--- src/rtl/mfcc_pkg.sv ---
// Shared constants, FSM state encoding and boundary-ROM field helpers for the
// mel filterbank stage of the MFCC front end.
package mfcc_pkg;

    localparam int NUM_BINS    = 128;
    localparam int NUM_FILTERS = 40;
    localparam int DATA_W      = 32;
    localparam int COEF_W      = 16;
    localparam int ACC_W       = 48;
    localparam int WADDR_W     = 10;

    localparam int BIN_W   = $clog2(NUM_BINS + 1);
    localparam int BADDR_W = $clog2(NUM_BINS);
    localparam int FILT_W  = $clog2(NUM_FILTERS);
    localparam int BND_W   = 2 * BIN_W;

    // Boundary entry layout: {start_bin, width}
    localparam int BND_START_LSB = BIN_W;
    localparam int BND_WIDTH_LSB = 0;

    typedef enum logic [2:0] {
        ST_LOAD   = 3'd0,
        ST_BOUNDS = 3'd1,
        ST_ACCUM  = 3'd2,
        ST_DRAIN  = 3'd3,
        ST_OUTPUT = 3'd4
    } state_e;

    function automatic logic [BIN_W-1:0] bnd_start(input logic [BND_W-1:0] e);
        return e[BND_START_LSB +: BIN_W];
    endfunction

    function automatic logic [BIN_W-1:0] bnd_width(input logic [BND_W-1:0] e);
        return e[BND_WIDTH_LSB +: BIN_W];
    endfunction

endpackage

--- src/rtl/mel_mac_sat.sv ---
// Two-stage registered multiply with saturating accumulate. Operands arrive one
// cycle after issue (buffer read and weight ROM latency); the full-width product
// is registered, then added into the accumulator, which clamps at all-ones.
module mel_mac_sat
    import mfcc_pkg::*;
(
    input  logic              clk,
    input  logic              rst_n,
    input  logic              clr_i,
    input  logic              issue_i,
    input  logic              clip_i,
    input  logic [DATA_W-1:0] a_i,
    input  logic [COEF_W-1:0] b_i,
    output logic [ACC_W-1:0]  acc_o,
    output logic [ACC_W-1:0]  acc_next_o
);

    localparam int PROD_W = DATA_W + COEF_W;

    function automatic logic [ACC_W-1:0] sat_add(input logic [ACC_W-1:0]  acc,
                                                 input logic [PROD_W-1:0] prod);
        logic [ACC_W:0] sum;
        sum = {1'b0, acc} + (ACC_W+1)'(prod);
        return sum[ACC_W] ? {ACC_W{1'b1}} : sum[ACC_W-1:0];
    endfunction

    logic              vld_p1_q, vld_p1_d;
    logic              vld_p2_q, vld_p2_d;
    logic [PROD_W-1:0] prod_p2_q, prod_p2_d;
    logic [ACC_W-1:0]  acc_q, acc_d;

    // Pipeline advance and accumulator next value; clipped bins never become valid
    always_comb begin
        vld_p1_d  = issue_i & ~clip_i;
        vld_p2_d  = vld_p1_q;
        prod_p2_d = {{COEF_W{1'b0}}, a_i} * {{DATA_W{1'b0}}, b_i};
        acc_d     = acc_q;
        if (clr_i) begin
            acc_d = '0;
        end else if (vld_p2_q) begin
            acc_d = sat_add(acc_q, prod_p2_q);
        end
    end

    // Control and accumulator state
    always_ff @(posedge clk or negedge rst_n) begin
        if (!rst_n) begin
            vld_p1_q <= 1'b0;
            vld_p2_q <= 1'b0;
            acc_q    <= '0;
        end else begin
            vld_p1_q <= vld_p1_d;
            vld_p2_q <= vld_p2_d;
            acc_q    <= acc_d;
        end
    end

    // Product register (data only, qualified by vld_p2_q)
    always_ff @(posedge clk) begin
        prod_p2_q <= prod_p2_d;
    end

    assign acc_o      = acc_q;
    assign acc_next_o = acc_d;

endmodule

--- src/rtl/mel_fbank_sequencer.sv ---
// Mel filterbank frame sequencer: buffers one power-spectrum frame, then walks
// the boundary ROM filter by filter, driving a sparse MAC over the bin buffer
// and the weight ROM, and streams one energy per filter downstream.
module mel_fbank_sequencer
    import mfcc_pkg::*;
(
    input  logic               clk,
    input  logic               rst_n,
    input  logic [DATA_W-1:0]  s_data,
    input  logic               s_valid,
    input  logic               s_last,
    output logic               s_ready,
    output logic [FILT_W-1:0]  bnd_addr,
    input  logic [BND_W-1:0]   bnd_data,
    output logic [WADDR_W-1:0] w_addr,
    input  logic [COEF_W-1:0]  w_data,
    output logic [ACC_W-1:0]   m_data,
    output logic               m_valid,
    output logic               m_last,
    input  logic               m_ready,
    output logic               busy,
    output logic               frame_err
);

    state_e             state_q, state_d;
    logic [BIN_W-1:0]   bin_cnt_q, bin_cnt_d;
    logic [FILT_W-1:0]  filt_q, filt_d;
    logic [WADDR_W-1:0] woff_q, woff_d;
    logic [BIN_W-1:0]   k_q, k_d;
    logic [BIN_W-1:0]   start_q, start_d;
    logic [BIN_W-1:0]   width_q, width_d;
    logic               bnd_ph_q, bnd_ph_d;
    logic               drn_ph_q, drn_ph_d;
    logic [ACC_W-1:0]   m_data_q, m_data_d;
    logic               m_valid_q, m_valid_d;
    logic               m_last_q, m_last_d;
    logic               frame_err_q, frame_err_d;

    logic [DATA_W-1:0]  buf_q [NUM_BINS];
    logic [DATA_W-1:0]  rd_data_q;

    logic               wr_en;
    logic [BADDR_W-1:0] wr_addr;
    logic [BIN_W:0]     rd_pos;
    logic [BADDR_W-1:0] rd_addr;
    logic               clip;
    logic               issue;
    logic               acc_clr;
    logic [ACC_W-1:0]   acc_cur;
    logic [ACC_W-1:0]   acc_next;

    // Buffer and weight addressing; bins past the end of the spectrum are clipped
    always_comb begin
        wr_en   = (state_q == ST_LOAD) && s_valid;
        wr_addr = bin_cnt_q[BADDR_W-1:0];
        rd_pos  = {1'b0, start_q} + {1'b0, k_q};
        clip    = rd_pos >= (BIN_W+1)'(NUM_BINS);
        rd_addr = rd_pos[BADDR_W-1:0];
        issue   = (state_q == ST_ACCUM);
    end

    // Spectrum buffer write port and registered read port
    always_ff @(posedge clk) begin
        if (wr_en) begin
            buf_q[wr_addr] <= s_data;
        end
        rd_data_q <= buf_q[rd_addr];
    end

    mel_mac_sat u_mac (
        .clk        (clk),
        .rst_n      (rst_n),
        .clr_i      (acc_clr),
        .issue_i    (issue),
        .clip_i     (clip),
        .a_i        (rd_data_q),
        .b_i        (w_data),
        .acc_o      (acc_cur),
        .acc_next_o (acc_next)
    );

    // Next-state, counters and output register values
    always_comb begin
        state_d     = state_q;
        bin_cnt_d   = bin_cnt_q;
        filt_d      = filt_q;
        woff_d      = woff_q;
        k_d         = k_q;
        start_d     = start_q;
        width_d     = width_q;
        bnd_ph_d    = bnd_ph_q;
        drn_ph_d    = drn_ph_q;
        m_data_d    = m_data_q;
        m_valid_d   = m_valid_q;
        m_last_d    = m_last_q;
        frame_err_d = 1'b0;
        acc_clr     = 1'b0;

        case (state_q)
            ST_LOAD: begin
                if (s_valid) begin
                    if (bin_cnt_q == BIN_W'(NUM_BINS - 1)) begin
                        // A full frame is processed even when s_last is missing
                        bin_cnt_d   = '0;
                        filt_d      = '0;
                        woff_d      = '0;
                        bnd_ph_d    = 1'b0;
                        frame_err_d = ~s_last;
                        state_d     = ST_BOUNDS;
                    end else if (s_last) begin
                        frame_err_d = 1'b1;
                        bin_cnt_d   = '0;
                    end else begin
                        bin_cnt_d = bin_cnt_q + BIN_W'(1);
                    end
                end
            end
            ST_BOUNDS: begin
                acc_clr = 1'b1;
                if (!bnd_ph_q) begin
                    bnd_ph_d = 1'b1;
                end else begin
                    bnd_ph_d = 1'b0;
                    start_d  = bnd_start(bnd_data);
                    width_d  = bnd_width(bnd_data);
                    k_d      = '0;
                    drn_ph_d = 1'b0;
                    state_d  = (bnd_width(bnd_data) == '0) ? ST_DRAIN : ST_ACCUM;
                end
            end
            ST_ACCUM: begin
                if (k_q == width_q - BIN_W'(1)) begin
                    woff_d   = woff_q + WADDR_W'(width_q);
                    k_d      = '0;
                    drn_ph_d = 1'b0;
                    state_d  = ST_DRAIN;
                end else begin
                    k_d = k_q + BIN_W'(1);
                end
            end
            ST_DRAIN: begin
                if (!drn_ph_q) begin
                    drn_ph_d = 1'b1;
                end else begin
                    // Last product lands in the accumulator on this edge
                    drn_ph_d  = 1'b0;
                    m_data_d  = acc_next;
                    m_valid_d = 1'b1;
                    m_last_d  = (filt_q == FILT_W'(NUM_FILTERS - 1));
                    state_d   = ST_OUTPUT;
                end
            end
            ST_OUTPUT: begin
                if (m_ready) begin
                    m_valid_d = 1'b0;
                    m_last_d  = 1'b0;
                    bnd_ph_d  = 1'b0;
                    if (m_last_q) begin
                        filt_d  = '0;
                        state_d = ST_LOAD;
                    end else begin
                        filt_d  = filt_q + FILT_W'(1);
                        state_d = ST_BOUNDS;
                    end
                end
            end
            default: begin
                state_d = ST_LOAD;
            end
        endcase
    end

    // State and control registers
    always_ff @(posedge clk or negedge rst_n) begin
        if (!rst_n) begin
            state_q     <= ST_LOAD;
            bin_cnt_q   <= '0;
            filt_q      <= '0;
            woff_q      <= '0;
            k_q         <= '0;
            start_q     <= '0;
            width_q     <= '0;
            bnd_ph_q    <= 1'b0;
            drn_ph_q    <= 1'b0;
            m_data_q    <= '0;
            m_valid_q   <= 1'b0;
            m_last_q    <= 1'b0;
            frame_err_q <= 1'b0;
        end else begin
            state_q     <= state_d;
            bin_cnt_q   <= bin_cnt_d;
            filt_q      <= filt_d;
            woff_q      <= woff_d;
            k_q         <= k_d;
            start_q     <= start_d;
            width_q     <= width_d;
            bnd_ph_q    <= bnd_ph_d;
            drn_ph_q    <= drn_ph_d;
            m_data_q    <= m_data_d;
            m_valid_q   <= m_valid_d;
            m_last_q    <= m_last_d;
            frame_err_q <= frame_err_d;
        end
    end

    assign s_ready   = (state_q == ST_LOAD);
    assign busy      = (state_q != ST_LOAD);
    assign bnd_addr  = filt_q;
    assign w_addr    = woff_q + WADDR_W'(k_q);
    assign m_data    = m_data_q;
    assign m_valid   = m_valid_q;
    assign m_last    = m_last_q;
    assign frame_err = frame_err_q;

    // Running accumulator is only observed through m_data
    logic unused_acc;
    assign unused_acc = ^acc_cur;

endmodule

--- config.mk ---
export PLATFORM = sky130hd
export DESIGN_NAME = mel_fbank_sequencer
export DESIGN_NICKNAME = d
export VERILOG_FILES = /design/src/rtl/mfcc_pkg.sv /design/src/rtl/mel_mac_sat.sv /design/src/rtl/mel_fbank_sequencer.sv
export SDC_FILE = /design/constraint.sdc
export NUM_CORES = 2
export LEC_CHECK = 0
export CAP_MARGIN = 20
export CORE_MARGIN = 3
export CORE_UTILIZATION = 55
export CTS_CLUSTER_DIAMETER = 50
export DETAILED_ROUTE_END_ITERATION = 12
export PLACE_DENSITY_LB_ADDON = 0.1
export SYNTH_ARGS = -nofsm -noshare
export SYNTH_HDL_FRONTEND = slang
export SYNTH_SLANG_ARGS = --single-unit
--- constraint.sdc ---
create_clock -name clk -period 8.05 [get_ports clk]
set_clock_uncertainty 0.05 [all_clocks]
set_input_delay 0.805 -clock clk [delete_from_list [all_inputs] [get_ports clk]]
set_output_delay 0.805 -clock clk [all_outputs]
set_load 0.005 [all_outputs]
==> impl_results.rst <==
.. list-table::
   :header-rows: 1

   * - Metric
     - Value
   * - Status
     - completed
   * - Arrival time at the worst endpoint
     - about 8500 ps
   * - Final hold slack
     - 230 ps
   * - Worst-Margin Slew
     - between 1000 and 1500 ps
   * - Headroom to the max-slew limit
     - between 10% and 20%
   * - Number of nets with antenna violations after routing
     - 0
   * - Vias per cell
     - approximately 6.5
   * - Setup repair after global routing missed its margin
     - false
   * - Nature of the critical path endpoint
     - flip-flop
   * - Crit-path cells
     - buf_4, nand2_1, fa_1, fa_1, fa_1, inv_1, fa_1, fa_1, inv_1, fa_1, inv_1, ha_1, a21oi_1, o21ai_0, a31oi_1, nor2_1, nand4b_1, a2111oi_0, buf_4, o31ai_1, a21oi_1, xnor2_1
   * - Count of flip-flops with a built-in enable after synthesis
     - just over 4000
   * - Fin cells
     - about 14000
   * - # setup viols final
     - 0
   * - Die W
     - approximately 580 um
   * - Startpoint Class
     - flip-flop
   * - Period Utilization, post-route
     - 94.7%
   * - Time the final worst path needs with I/O delays and setup
     - around 7600 ps
   * - Fraction of post-synthesis cell area in the top cell type by area
     - 67.2%
   * - Largest net degree at the start of global routing
     - ~130
   * - Standard cell with the maximum stage delay on the critical path
     - sky130_fd_sc_hd__dfxtp_1
   * - Vias in the first global route
     - ~95000
   * - Number of rows in the core area
     - around 210
   * - Critical hold path startpoint
     - s_data[26]
   * - Synth area leader
     - sky130_fd_sc_hd__edfxtp_1
   * - Drt initial violations
     - roughly 11000
   * - Final hold violation count
     - 0
   * - Most frequent cells after synthesis
     - sky130_fd_sc_hd__edfxtp_1 (4096), sky130_fd_sc_hd__mux4_2 (1344), sky130_fd_sc_hd__inv_1 (478)
   * - Setup Crit Path Kind
     - reg -> reg
   * - Average cell area after synthesis
     - a little over 20 um^2
   * - Share of post-route cells with drive strength above 1
     - 25.7%
   * - Root buffer cell
     - sky130_fd_sc_hd__clkbuf_16
   * - Placer Congestion
     - about 0.90
   * - Required arrival time at the worst endpoint
     - between 8000 and 9000 ps
   * - Max-cap violations
     - 0
   * - R2R Setup Slk
     - about 430 ps
   * - Wire length after detailed routing
     - a little under 500000 um
   * - Final-stage net count
     - between 10000 and 15000
   * - Most frequent cell on the critical path
     - sky130_fd_sc_hd__fa_1
   * - Sequential area share after synthesis
     - 70.2%
   * - Combined area of all synthesized cells
     - ~0.18 mm^2
   * - Syn Nets
     - ~9700
   * - Fillcell total
     - 22700
   * - Routed len/inst
     - about 34 um
   * - Total Routing Usage GR
     - about 29%
   * - CTS tree
     - built
   * - Leading post-synthesis cells by cell area
     - sky130_fd_sc_hd__edfxtp_1 (67%), sky130_fd_sc_hd__mux4_2 (17%), sky130_fd_sc_hd__fa_1 (4.6%)
   * - Number of synthesized register bits
     - 4330
   * - Hold depth
     - 1
   * - Starting density of the core
     - a little under three fifths
   * - Hold path endpoint
     - buf_q[77][26]
   * - Fraction of synthesis flops using an asynchronous set or reset pin
     - 3.56%
   * - Clock transition at the registers of the reported paths
     - roughly 60 ps
   * - FF-to-FF Start
     - rd_data_q[12]
   * - Initial antenna violation count
     - 52
   * - I/O pin cnt
     - approximately 140
   * - DIE HEIGHT
     - just under 600 um
   * - Area growth from synthesis to layout
     - 12.8%
   * - Die outline area
     - 0.340 mm^2
   * - YS warnings
     - 0
   * - Maximum fanout along the worst path
     - 13
   * - CTS buffer count
     - 454
   * - Detailed-route DRC error count
     - 0
   * - Largest stage delay on the critical path
     - ~990 ps
   * - Global-route wire length before repair
     - 692000 um
   * - Share of the core filled with cells in the final layout
     - a little over three fifths
   * - Hold crit path type
     - in -> reg
   * - Post-cts gate resize count
     - 0
   * - Instance count after placement with tap cells included
     - about 13000
   * - Detailed-route via count
     - between 90000 and 100k
   * - Clock tree buffer depth
     - 4
   * - Pre-antenna DRT Iters
     - 6
   * - Most frequent cell after synthesis
     - sky130_fd_sc_hd__edfxtp_1
   * - Overflow left after global routing
     - 0
   * - # port buffers
     - 137
   * - CTS sink cnt
     - 4330
   * - Insertion delay to the later sink of the worst-skew pair
     - 970 ps
   * - Slew Limit Fails
     - 0
   * - Number of H-tree branching levels
     - 5
   * - Half-perimeter wire length of the detailed placement result
     - around 280000 um
   * - Achievable frequency
     - roughly 0.13 GHz
   * - Sum of negative setup slack
     - 0 ps
   * - Post-CTS repair timing setup buffer count
     - 0
   * - Core Region
     - ~0.33 mm^2
   * - R2R cell count
     - 22
   * - Mapped Cells
     - 8996
   * - Unique cell type count in the Yosys netlist
     - 69
   * - Reg-to-reg endpoint
     - u_mac.prod_p2_q[46]
   * - Dominant synthesized flop cell
     - sky130_fd_sc_hd__edfxtp_1
==> per-stage QoR <==
step	area (um^2)	worst slack, ps
floorplan	183000	1350
global placement	192000	80.5
detailed placement	192000	-139
CTS	206000	529
global route	206000	275
finish	207000	430
==> what timing repair did <==
item | 4_1_cts | 5_1_grt
hold buffers | 1 | 0
setup endpoints to repair | 0 | 0
hold endpoints to repair | 90 | 0
==> cells in the final DEF, fill, tap and decap left out, types with 49 or more instances in the layout <==
cell / n
sky130_fd_sc_hd__diode_2: 49
sky130_fd_sc_hd__ha_1: 195
sky130_fd_sc_hd__nand2_1: 462
sky130_fd_sc_hd__dfxtp_1: 80
sky130_fd_sc_hd__nor2_4: 128
sky130_fd_sc_hd__clkdlybuf4s50_1: 104
sky130_fd_sc_hd__edfxtp_1: 4096
sky130_fd_sc_hd__a21oi_1: 130
sky130_fd_sc_hd__clkbuf_1: 102
sky130_fd_sc_hd__xnor2_1: 72
sky130_fd_sc_hd__and2_1: 217
sky130_fd_sc_hd__clkinv_1: 80
sky130_fd_sc_hd__dfrtp_1: 154
sky130_fd_sc_hd__nor2_1: 135
sky130_fd_sc_hd__o21ai_0: 121
sky130_fd_sc_hd__buf_4: 298
sky130_fd_sc_hd__a21o_1: 57
sky130_fd_sc_hd__clkinv_2: 67
sky130_fd_sc_hd__xor2_1: 49
sky130_fd_sc_hd__inv_1: 478
sky130_fd_sc_hd__mux4_2: 1344
sky130_fd_sc_hd__fa_1: 421
sky130_fd_sc_hd__clkbuf_16: 461
==> worst max-delay path: cells and delay by family, from the launching register on <==
family	cells	cell delay, ps
adder cells (fa/ha/maj)	7	3460
flip-flops	1	990
XOR/XNOR	1	140
AO/OA/AOI/OAI	6	1640
AND/OR/NAND/NOR	3	580
buffers and inverters	5	660
==> worst max-delay path by stage <==
stage | start | slack [ps] | end | depth (start not counted)
floorplan | w_data[1] | 1350 | u_mac.prod_p2_q[47] | 22
global placement | w_data[5] | 80 | u_mac.prod_p2_q[46] | 24
detailed placement | w_data[5] | -140 | u_mac.prod_p2_q[46] | 24
CTS | rd_data_q[12] | 530 | u_mac.prod_p2_q[46] | 22
global route | rd_data_q[12] | 280 | u_mac.prod_p2_q[46] | 22
finish | rd_data_q[12] | 430 | u_mac.prod_p2_q[46] | 22
==> layer usage <==
metal	GRT usage, %	vias to the layer above	wire length, um
li1	-	36900	-
met1	41.6	50000	190000
met2	45.8	4526	233000
met3	4.71	711	43400
met4	8.58	8	15200
met5	0	-	61
==> sequential cells by signal, indices dropped and copies added, names as in the netlist <==
signal	flops
m_valid	1
k_q	8
state_q	3
frame_err	1
width_q	8
bnd_addr	6
bnd_ph_q	1
m_data	48
m_last	1
start_q	8
bin_cnt_q	8
u_mac.acc_o	48
u_mac.vld_p2_q	1
woff_q	10
buf_q	4096
u_mac.vld_p1_q	1
u_mac.prod_p2_q	48
rd_data_q	32
drn_ph_q	1
==> kinds of logic (layout without fill, tap and decap cells) <==
family                     count (synthesis)  in the layout  synth area share (%)
AOI/OAI and AO/OA                        485            485                  1.65
buffers and inverters                    932           1748                  1.97
muxes                                   1393           1393                  16.8
and+or+nand+nor                         1112           1112                  2.79
xor gates and xnor gates                 126            126                 0.603
adders and majority gates                618            618                  5.96
DFF                                     4330           4330                  70.2
other                                      0             49                     0
==> cell type report <==
class | count | area [um^2] | share of cell area, %
antenna | 49 | 123 | 0.0594
clock buffer | 570 | 12000 | 5.81
clock inverter | 256 | 2560 | 1.24
inverter | 478 | 1790 | 0.869
multi-input combinational | 3734 | 52000 | 25.2
sequential | 4330 | 128000 | 62.2
tap | 4366 | 5460 | 2.65
timing repair buffer | 444 | 4110 | 1.99
Power is left out: the tool's default activity adds up to more than one toggle a clock period on the data nets, which glitch-free logic cannot reach.
